File: config.mk
export PLATFORM = sky130hd
export DESIGN_NAME = serial_subtractor
export DESIGN_NICKNAME = d
export VERILOG_FILES = /design/src/rtl/serial_arith_pkg.sv /design/src/rtl/full_subtractor.sv /design/src/rtl/serial_subtractor.sv
export SDC_FILE = /design/constraint.sdc
export NUM_CORES = 1
export LEC_CHECK = 0
export ABC_AREA = 1
export CAP_MARGIN = 10
export CORE_MARGIN = 3
export CORE_UTILIZATION = 35
export DETAILED_ROUTE_END_ITERATION = 10
export PLACE_DENSITY = 0.53
export REMOVE_ABC_BUFFERS = 1
export SETUP_SLACK_MARGIN = 0.15
export SLEW_MARGIN = 20
export SYNTH_ARGS = -nofsm -noshare
export SYNTH_HDL_FRONTEND = slang
export SYNTH_HIERARCHICAL = 1
export SYNTH_SLANG_ARGS = --single-unit
File: constraint.sdc
create_clock -name i_CLK -period 1.31 [get_ports i_CLK]
set_input_delay 0.1965 -clock i_CLK [delete_from_list [all_inputs] [get_ports i_CLK]]
set_output_delay 0.1965 -clock i_CLK [all_outputs]
set_load 0.1 [all_outputs]
File: src/rtl/serial_arith_pkg.sv
// Shared types for the bit-serial arithmetic blocks.
// FSM state encoding and default operand width.
package serial_arith_pkg;

  localparam int DEF_WIDTH = 8;

  typedef enum logic [1:0] {
    IDLE  = 2'b00,
    SHIFT = 2'b01,
    DONE  = 2'b10
  } sub_state_t;

endpackage

File: src/rtl/full_subtractor.sv
// One-bit full subtractor: d = a - b - bin, bout = borrow out.
// Built from two cascaded half-subtractors.
module full_subtractor (
  input  logic a,
  input  logic b,
  input  logic bin,
  output logic d,
  output logic bout
);

  logic hd;
  logic hb1;
  logic hb2;

  assign hd   = a ^ b;
  assign hb1  = ~a & b;
  assign d    = hd ^ bin;
  assign hb2  = ~hd & bin;
  assign bout = hb1 | hb2;

endmodule

File: src/rtl/serial_subtractor.sv
// Bit-serial WIDTH-bit subtractor, LSB first, start/done handshake.
// Define SERIAL_SUB_OVERFLOW_EN to add the signed-overflow output o_OVERFLOW.
module serial_subtractor
  import serial_arith_pkg::*;
#(
  parameter int WIDTH = DEF_WIDTH
) (
  input  logic             i_CLK,
  input  logic             i_RST_N,
  input  logic             i_START,
  input  logic [WIDTH-1:0] i_MINUEND,
  input  logic [WIDTH-1:0] i_SUBTRAHEND,
  output logic             o_BUSY,
  output logic             o_DONE,
  output logic [WIDTH-1:0] o_DIFF,
  output logic             o_BORROW
`ifdef SERIAL_SUB_OVERFLOW_EN
  ,
  output logic             o_OVERFLOW
`endif
);

  localparam int CW = $clog2(WIDTH);
  localparam logic [CW-1:0] LAST = CW'(WIDTH - 1);

  sub_state_t       state;
  logic [WIDTH-1:0] a_sh;
  logic [WIDTH-1:0] b_sh;
  logic [WIDTH-1:0] d_sh;
  logic             borrow;
  logic [CW-1:0]    cnt;

  logic             d_bit;
  logic             borrow_nx;
  logic [WIDTH-1:0] d_sh_nx;

  full_subtractor u_fs (
    .a    (a_sh[0]),
    .b    (b_sh[0]),
    .bin  (borrow),
    .d    (d_bit),
    .bout (borrow_nx)
  );

  assign d_sh_nx = {d_bit, d_sh[WIDTH-1:1]};

`ifdef SERIAL_SUB_OVERFLOW_EN
  // Operand sign bits are shifted out, so keep copies.
  logic a_msb;
  logic b_msb;
`endif

  always_ff @(posedge i_CLK) begin
    if (!i_RST_N) begin
      state    <= IDLE;
      a_sh     <= '0;
      b_sh     <= '0;
      d_sh     <= '0;
      borrow   <= 1'b0;
      cnt      <= '0;
      o_BUSY   <= 1'b0;
      o_DONE   <= 1'b0;
      o_DIFF   <= '0;
      o_BORROW <= 1'b0;
`ifdef SERIAL_SUB_OVERFLOW_EN
      a_msb      <= 1'b0;
      b_msb      <= 1'b0;
      o_OVERFLOW <= 1'b0;
`endif
    end else begin
      unique case (state)
        IDLE: begin
          if (i_START) begin
            a_sh   <= i_MINUEND;
            b_sh   <= i_SUBTRAHEND;
            d_sh   <= '0;
            borrow <= 1'b0;
            cnt    <= '0;
            o_BUSY <= 1'b1;
            state  <= SHIFT;
`ifdef SERIAL_SUB_OVERFLOW_EN
            a_msb <= i_MINUEND[WIDTH-1];
            b_msb <= i_SUBTRAHEND[WIDTH-1];
`endif
          end
        end
        SHIFT: begin
          a_sh   <= {1'b0, a_sh[WIDTH-1:1]};
          b_sh   <= {1'b0, b_sh[WIDTH-1:1]};
          d_sh   <= d_sh_nx;
          borrow <= borrow_nx;
          cnt    <= cnt + 1'b1;
          if (cnt == LAST) begin
            o_DIFF   <= d_sh_nx;
            o_BORROW <= borrow_nx;
            o_DONE   <= 1'b1;
            state    <= DONE;
`ifdef SERIAL_SUB_OVERFLOW_EN
            o_OVERFLOW <= (a_msb != b_msb) &&
                          (d_sh_nx[WIDTH-1] != a_msb);
`endif
          end
        end
        DONE: begin
          o_DONE <= 1'b0;
          o_BUSY <= 1'b0;
          state  <= IDLE;
        end
        default: begin
          o_DONE <= 1'b0;
          o_BUSY <= 1'b0;
          state  <= IDLE;
        end
      endcase
    end
  end

endmodule
## Word-level counts from Yosys, hierarchy flattened

Cells that the tools add are included.

- Bits in registers: 41
- Latch bits: 0
- Word-level logic and storage cells: 48
- RAM bits: 0
- Memory bits (read-only): 0
- Input bits: 19
- Output and inout port bits: 11
- Memories kept: 0

- Shift operators: 0
- Reduce and logical (&&, ||, !) cells: 7
- Mux-type cells: 17
- Bitwise operators: 9
- $mul: 0
- Add/subtract/negate cells: 1
- Eq/ne operators: 4
- Divide/modulo/power cells: 0
- $lt $le $gt $ge: 0

Operators with widths:

| operator | count |
|---|---|
| 8-bit one-hot mux with 2 select lines | 3 |
| 8-bit two-way mux | 3 |
| 2-bit AND reduction | 5 |
| 1-bit one-hot mux with 2 select lines | 3 |
| 3-bit one-hot mux with 2 select lines | 1 |
| 2-bit two-way mux | 2 |
| 2-bit inequality test (second input constant) | 2 |
| 1-bit NOT | 4 |
| 2-bit one-hot mux with 2 select lines | 1 |
| 3-bit by 1-bit adder with 3-bit output (second input constant) | 1 |
| 3-bit equality test (second input constant) | 1 |
| 1-bit two-way mux | 3 |
| 3-bit two-way mux | 1 |
| 1-bit AND | 2 |
| 2-bit by 1-bit equality test with 1-bit output (second input constant) | 1 |
| 2-bit logical NOT | 1 |
| 2-bit nonzero test | 1 |
| 1-bit bitwise XOR | 2 |
| 1-bit bitwise OR | 1 |

## Logic depth before layout (Yosys ltp)

Gate-level depths: netlist of run 1.

- Depth in word-level cells: 5
- Mapped depth: 9
- Mapped depth without buffers: 8

## Hierarchy

Netlist of run 1, hierarchy kept.

By module, submodules not included:

| module | sequential area each (um2) | instances | cells each | area an instance (um2) |
|---|---|---|---|---|
| serial_subtractor | 800.8 | 1 | 282 | 1830.5 |
| full_subtractor | 0.0 | 1 | 4 | 31.3 |

## Worst setup path before layout of run 1

No wires, ideal clock.

- Kind: flip-flop to flip-flop
- Start: register, netlist name o_DIFF[0]
- End: register o_DIFF[0]
- Slack: 25 ps
- Buffers on the path: 0
- Period minus slack after synthesis: 1285 ps
- Stages on the path, launching flop included: 3
- Library setup time: 67 ps
- Data required time: 1243 ps
- Arrival time: 1218 ps
- Cells stage by stage: dfxtp_1 > o21ai_0 > nor2_1

RTL lines:

| item | RTL line | RTL |
|---|---|---|
| to (signal assigned) | serial_subtractor.sv:94 | `o_DIFF <= d_sh_nx;` |
| to (decl) | serial_subtractor.sv:15 | `output logic [WIDTH-1:0] o_DIFF,` |

## Worst setup path after layout of run 1

- Start: register borrow
- End: register d_sh[7]

- Word-level cells in the longest chain between the ends: 2

RTL lines:

| item | RTL line | RTL |
|---|---|---|
| from (decl) | serial_subtractor.sv:30 | `logic borrow;` |
| from (signal assigned) | serial_subtractor.sv:91 | `borrow <= borrow_nx;` |
| 1-bit bitwise XOR | full_subtractor.sv:17 | `assign d = hd ^ bin;` |
| net d_bit | serial_subtractor.sv:33 | `logic d_bit;` |
| 8-bit one-hot mux with 2 select lines | serial_subtractor.sv:71 | `unique case (state)` |
| to (signal assigned) | serial_subtractor.sv:90 | `d_sh <= d_sh_nx;` |
| to (decl) | serial_subtractor.sv:29 | `logic [WIDTH-1:0] d_sh;` |

The timed path passes the listed nets, and every way through them passes these cells.
A chain may end at the register's enable or synchronous reset.

==> results.yml, run 1 <==
worst_setup_path:
  worstSetupPathType: "flip-flop to flip-flop"
  required_ns: 1.55
  reg2reg_depth: 4
  critPathArrivalTime_ns: 1.38
  critPathCaptureType: "flip-flop"
  rrSetupSlack_ns: 0.17
  r2r_start: "borrow"
  startpoint_type: "flip-flop"
  crit_fanout: 2
  rr_endpoint: "d_sh[7]"
cells_and_area:
  syn_to_final_growth_pct: 42.61
  stdcell_area_sq_mm: 0.002655
  drive_gt1_share_pct: 21.65
  diodes: 0
  stdcell_count: 395
  nets: 349
  multiInputGateArea_sq_um: 869.6
  nFillCells: 522
  seq_area_sq_um: 810.8
routing:
  first_pass_iters: 5
  drt-initial-drc-count: 65
  num_vias: 1640
  wl_mm: 4.177
  wl_per_cell_um: 10.57
  via_per_inst: 4.152
  drc: 0
  ant_nets: 0
grt:
  grt_pass1_wl_mm: 6.941
  grt_overflow_total: 0
  grt_usage_pct: 14.10
  antenna_found_initial: 0
  grt_pass1_vias: 1476
  grt_max_degree: 17
timing:
  finalSetupViolations: 0
  max_slew_margin_pct: 85.69
  setup_ws_ns: 0.1682
  fin_skew_ns: 0.008627
  post-route-period-util_pct: 87.16
  tightestPinTransition_ns: 0.2141
  fin_crit_ns: 1.142
  max_freq_ghz: 0.8758
  finalHoldViolations: 0
  hold_ws_ns: 0.4262
  timing.final.max_slew_violations: 0
  rsz0062_at_grt: "yes"
synthesis:
  yosys_warnings: 6
  seq_area_frac_synth_pct: 43.01
  syn_inst: 286
  synth.ff_latch_count: 40
  synthDistinctLibCells: 19
  synth_area_sq_mm: 0.001862
  synth_area_per_cell_sq_um: 6.510
pwr:
  peakVddDrop_mv: 0.7123
  p_sw_uw: 748.0
  power_leakage_uw: 0.001400
  switching_share_pct: 26.21
  p_clk_share_pct: 38.0
  p_total_uw: 2854
  powerDensity_mw_per_mm2: 1075
  power_frac_seq_pct: 46.6
  combPwrFrac_pct: 15.4
  p_int_uw: 2106
floorplan:
  core_sq_mm: 0.004942
  num_rows: 25
  fp.dieH_um: 78.94
  die_w_um: 78.94
  fp.dieArea_sq_mm: 0.006231
  start_util_pct: 37.67
  io_pins: 30
placement:
  dp_slack_ns: -0.06993
  placed_area_sq_mm: 0.002351
  dp.cells: 382
  dp.final_hpwl_mm: 2.674
  routabilityCongestion: 0.7152
  io_buffers: 29
cts:
  h-tree-depth: 2
  clock_sinks: 40
  cts.path.max_buffers: 2
  postCtsHoldBufs: 0
  tritoncts: "built"
  cts_root_buffer: "clkbuf_8"
  clk-insertion-delay-late_ns: 0.30
  cts_buffers: 5
  clkSlewWorstSetupHoldPaths_ns: 0.08
run:
  drv_cap: 0
min_path:
  worstHoldEndpoint: "borrow"
  hold_class: "input pin to flip-flop"
  min_from: "i_RST_N"
  holdPathStages: 4
status:
  status: "finished clean"
-- cells in the mapped netlist --
library cell  count  area share [%]
buf_6             2             1.2
o21a_1            1            0.40
inv_2             5             1.0
clkbuf_1          2            0.40
o21ai_0           2            0.54
nor2_4            1            0.60
inv_1            49             9.9
fa_1              1             1.1
a21oi_1          10             2.7
nand2_4           3             1.8
buf_2             2            0.54
dfxtp_1          40              43
clkinv_2          1            0.27
nor2_1            7             1.4
nand3_1          12             3.2
nand2_2           1            0.34
buf_4             5             2.0
ha_1              2             1.3
nand2_1         140              28
-- sequential cells by signal, summed over array words and instances, names as in the netlist --
signal and count:
a_sh 8, b_sh 8, o_DIFF 8, d_sh 7, cnt 3, state 2, borrow 1, o_BORROW 1
o_BUSY 1, o_DONE 1
-- cells in the final DEF, fill, tap and decap left out, types with 2 or more instances in the layout --
cell               n
inv_2              5
ha_4               2
nand2_2           10
buf_4             10
clkbuf_8           6
nor2_4             2
dfxtp_1           34
a21oi_1            9
nand2_1          129
inv_4              2
nor2_1             6
dfxtp_2            5
buf_12            13
nand2_4            5
nand3_1           12
inv_8              2
inv_1             45
clkdlybuf4s50_1   17
-- power by group through the flow --
| stage | logic (uW) | registers, uW | clock network (uW) |
|---|---|---|---|
| after global placement | 406 | 1350 | 0 |
| final | 439 | 1330 | 1080 |
| after global routing | 507 | 1340 | 1180 |
| after detailed placement | 408 | 1350 | 0 |
| after floorplan | 229 | 1370 | 0 |
| after CTS | 416 | 1330 | 1120 |
-- critical path, cell delays in order, from the launching register on --
cell,delay [ns]
dfxtp_2,0.34
inv_2,0.04
fa_1,0.54
nand2_1,0.06
a21oi_1,0.11
-- repair_timing --
item | 4_1_cts | 5_1_grt
setup endpoints to repair | 15 | 35
endpoints found under the hold margin | 0 | 0
buffers inserted | 1 | 1
pin swaps | 4 | 5
cloned | 1 | 2
gates resized for setup | 26 | 20
-- kinds of logic (layout without fill, tap and decap cells) --
logic type	after synthesis	in the layout	synth area share, %
flip-flops	40	40	43.01
AND/OR/NAND/NOR	164	165	35.62
adder cells (fa/ha/maj)	3	3	2.419
buffers and inverters	66	107	15.32
AO/OA/AOI/OAI	13	13	3.629
-- how the worst max path moves through the flow --
stage	to	slack (ns)	depth (start not counted)	start
2_1_floorplan	borrow	0.00004	4	state[0]
3_3_place_gp	o_DIFF[7]	-0.07	7	i_RST_N
3_5_place_dp	o_DIFF[7]	-0.07	7	i_RST_N
4_1_cts	o_DIFF[7]	0.14	8	cnt[0]
5_1_grt	o_DIFF[3]	0.12	8	cnt[0]
6_report	d_sh[7]	0.17	4	borrow
-- through the flow --
step / setup TNS, ns / utilization, %
detailed placement: -0.9292 / 47.57
CTS: 0 / 51.87
floorplan: 0 / -
global route: 0 / 53.72
finish: 0 / 53.72
global placement: -0.9572 / 47.57
-- per-layer routing --
metal / GRT usage (%) / wire length (um)
met5: 0 / 0
met4: 5.670 / 71
met2: 21.05 / 1788
met1: 19.17 / 2091
met3: 3.968 / 226
-- layout make-up --
| type | count | share of cell area, % |
|---|---|---|
| flip-flops and latches | 40 | 30.54 |
| repair buffers | 42 | 19.93 |
| multi-input cells | 181 | 32.75 |
| clock buffers | 6 | 3.110 |
| repair inverters | 2 | 0.6126 |
| inverters | 55 | 8.435 |
| well taps | 67 | 3.157 |
| clock inverters | 2 | 1.461 |
(Power assumes the default switching activity.)
==> run 2: changes to the inputs <==
Settings changed: HOLD_SLACK_MARGIN from default to 0.08.
==> results of run 2 <==
No change in the layout: final DEF, timing and power equal those of run 1.
==> run 3: changes to the inputs <==
Settings changed: CORE_MARGIN 3 to 4, CORE_UTILIZATION 35 to 40, PLACE_DENSITY 0.53 to 0.6.
==> run 3 against run 2 <==
Global-route usage hardly changed. Count of clock-buffer cells in the layout fell by 1. Worst hold slack got worse by 0.079 ns. Critical path type unchanged.
==> results.yml, run 3 (synthesis results as in run 1) <==
status:
  status: "finished clean"
cells_and_area:
  final_cell_mix: "nand2_1 (137), inv_1 (47), dfxtp_1 (34)"
  stdcell_area_sq_mm: 0.002495
  nets: 345
  drive_gt1_share_pct: 16.82
  top_regs: "a_sh (8), b_sh (8), o_DIFF (8)"
  diodes: 0
  syn_to_final_growth_pct: 34.01
  final_common_cell: "nand2_1"
worst_setup_path:
  cp-startpoint: "cnt[0]"
  required_ns: 1.48
  r2r_start: "cnt[0]"
  path_buf_inv: 1
  slowest_stage: "dfxtp_2"
  crit_fanout: 4
  crit_family: "flip-flops"
  critPathMaxStageDelay_ns: 0.35
  startpoint_type: "flip-flop"
  crit_path_frequent_cell: "ha_4"
  path_cells: "ha_4 -> ha_4 -> nand2_4 -> nor2_4 -> clkinvlp_4 -> nand3_1 -> nand2_1"
  critPathArrivalTime_ns: 1.40
  critPathCaptureType: "flip-flop"
  worstSetupPathType: "flip-flop to flip-flop"
placement:
  routabilityCongestion: 0.7405
  placed_area_sq_mm: 0.002322
  io_buffers: 29
  dp_slack_ns: -0.08668
  dp.final_hpwl_mm: 2.569
cts:
  cts.path.max_buffers: 2
  tritoncts: "built"
  clk-insertion-delay-late_ns: 0.28
  clkSlewWorstSetupHoldPaths_ns: 0.07
  clock_sinks: 40
  cts_root_buffer: "clkbuf_8"
  postCtsHoldBufs: 0
  cts_buffers: 5
  h-tree-depth: 2
timing:
  post-route-period-util_pct: 93.71
  max_slew_margin_pct: 83.30
  fin_skew_ns: 0.004947
  fin_tns_setup_ns: 0
  finalHoldViolations: 0
  max_freq_ghz: 0.8146
  finalSetupViolations: 0
  hold_ws_ns: 0.3476
  fin_crit_ns: 1.228
  tightestPinTransition_ns: 0.2502
  setup_ws_ns: 0.08239
  rsz0062_at_grt: "yes"
  timing.final.max_slew_violations: 0
floorplan:
  core_sq_mm: 0.004444
  start_util_pct: 41.89
  fp.dieH_um: 76.23
  die_w_um: 76.23
  io_pins: 30
  num_rows: 24
  fp.dieArea_sq_mm: 0.005810
routing:
  ant_nets: 0
  via_per_inst: 4.370
  drt-initial-drc-count: 66
  num_vias: 1630
  drc: 0
  first_pass_iters: 4
  wl_mm: 3.976
  wl_per_cell_um: 10.66
pwr:
  combPwrFrac_pct: 16.9
  p_sw_uw: 644.2
  power_frac_seq_pct: 54.1
  p_int_uw: 1814
  power_leakage_uw: 0.001344
  p_clk_share_pct: 29.0
  peakVddDrop_mv: 0.5606
  switching_share_pct: 26.21
  powerDensity_mw_per_mm2: 985.2
grt:
  antenna_found_initial: 0
  grt_max_degree: 16
  grt_pass1_wl_mm: 6.900
  grt_pass1_vias: 1585
  grt_usage_pct: 14.08
  grt_overflow_total: 0
min_path:
  hold_class: "input pin to flip-flop"
  min_from: "i_RST_N"
run:
  drv_cap: 0
## run 3: layer usage
layer | vias to the layer above | share of wire (%) | GRT usage [%]
met1 | 713 | 47 | 17.61
met5 | - | 0 | 0
li1 | 890 | - | -
met2 | 25 | 48 | 23.37
met3 | 2 | 4.2 | 4.019
met4 | 0 | 0.55 | 4.348
## run 3: final timing paths
path               end  slack, ns  cells past startpoint
max reg2reg  o_DIFF[3]       0.08                      7
max          o_DIFF[3]       0.08                      7
min reg2reg     borrow       0.46                      2
min            a_sh[4]       0.35                      5
## run 3: per-stage QoR
stage / total power, uW / utilization [%] / instances
3_3_place_gp: 1754 / 52.25 / 364
6_report: 2458 / 56.14 / 373
2_1_floorplan: 1596 / - / 275
3_5_place_dp: 1759 / 52.25 / 364
5_1_grt: 2614 / 56.14 / 373
4_1_cts: 2485 / 54.65 / 371
## run 3: tightest hold or removal path: stages
cell and delay, ns:
dlymetal6s2s_1 0.18, nand2_1 0.09, nand2_1 0.05, nand2_1 0.06, inv_1 0.03
## run 3: timing repair
| item | 4_1_cts | 5_1_grt |
|---|---|---|
| pin swaps | 3 | 0 |
| cloned | 1 | 2 |
| endpoints found under the setup margin | 13 | 35 |
| setup buffers | 1 | 0 |
| gates resized for setup | 10 | 15 |
## run 3: power groups by stage
| stage | clock, uW | combinational [uW] | sequential (uW) |
|---|---|---|---|
| floorplan | 0 | 229 | 1370 |
| global placement | 0 | 402 | 1350 |
| detailed placement | 0 | 405 | 1350 |
| CTS | 746 | 413 | 1330 |
| global route | 794 | 481 | 1340 |
| finish | 712 | 416 | 1330 |
## run 3: final cells by class
class                   instances  area [sq um]
repair inverters                3         23.77
flip-flops and latches         40         808.3
multi-input cells             180         830.8
inverters                      55         215.2
repair buffers                 38         483.0
clock buffers                   5         68.82
well taps                      52         65.06
fillers                       432          1949
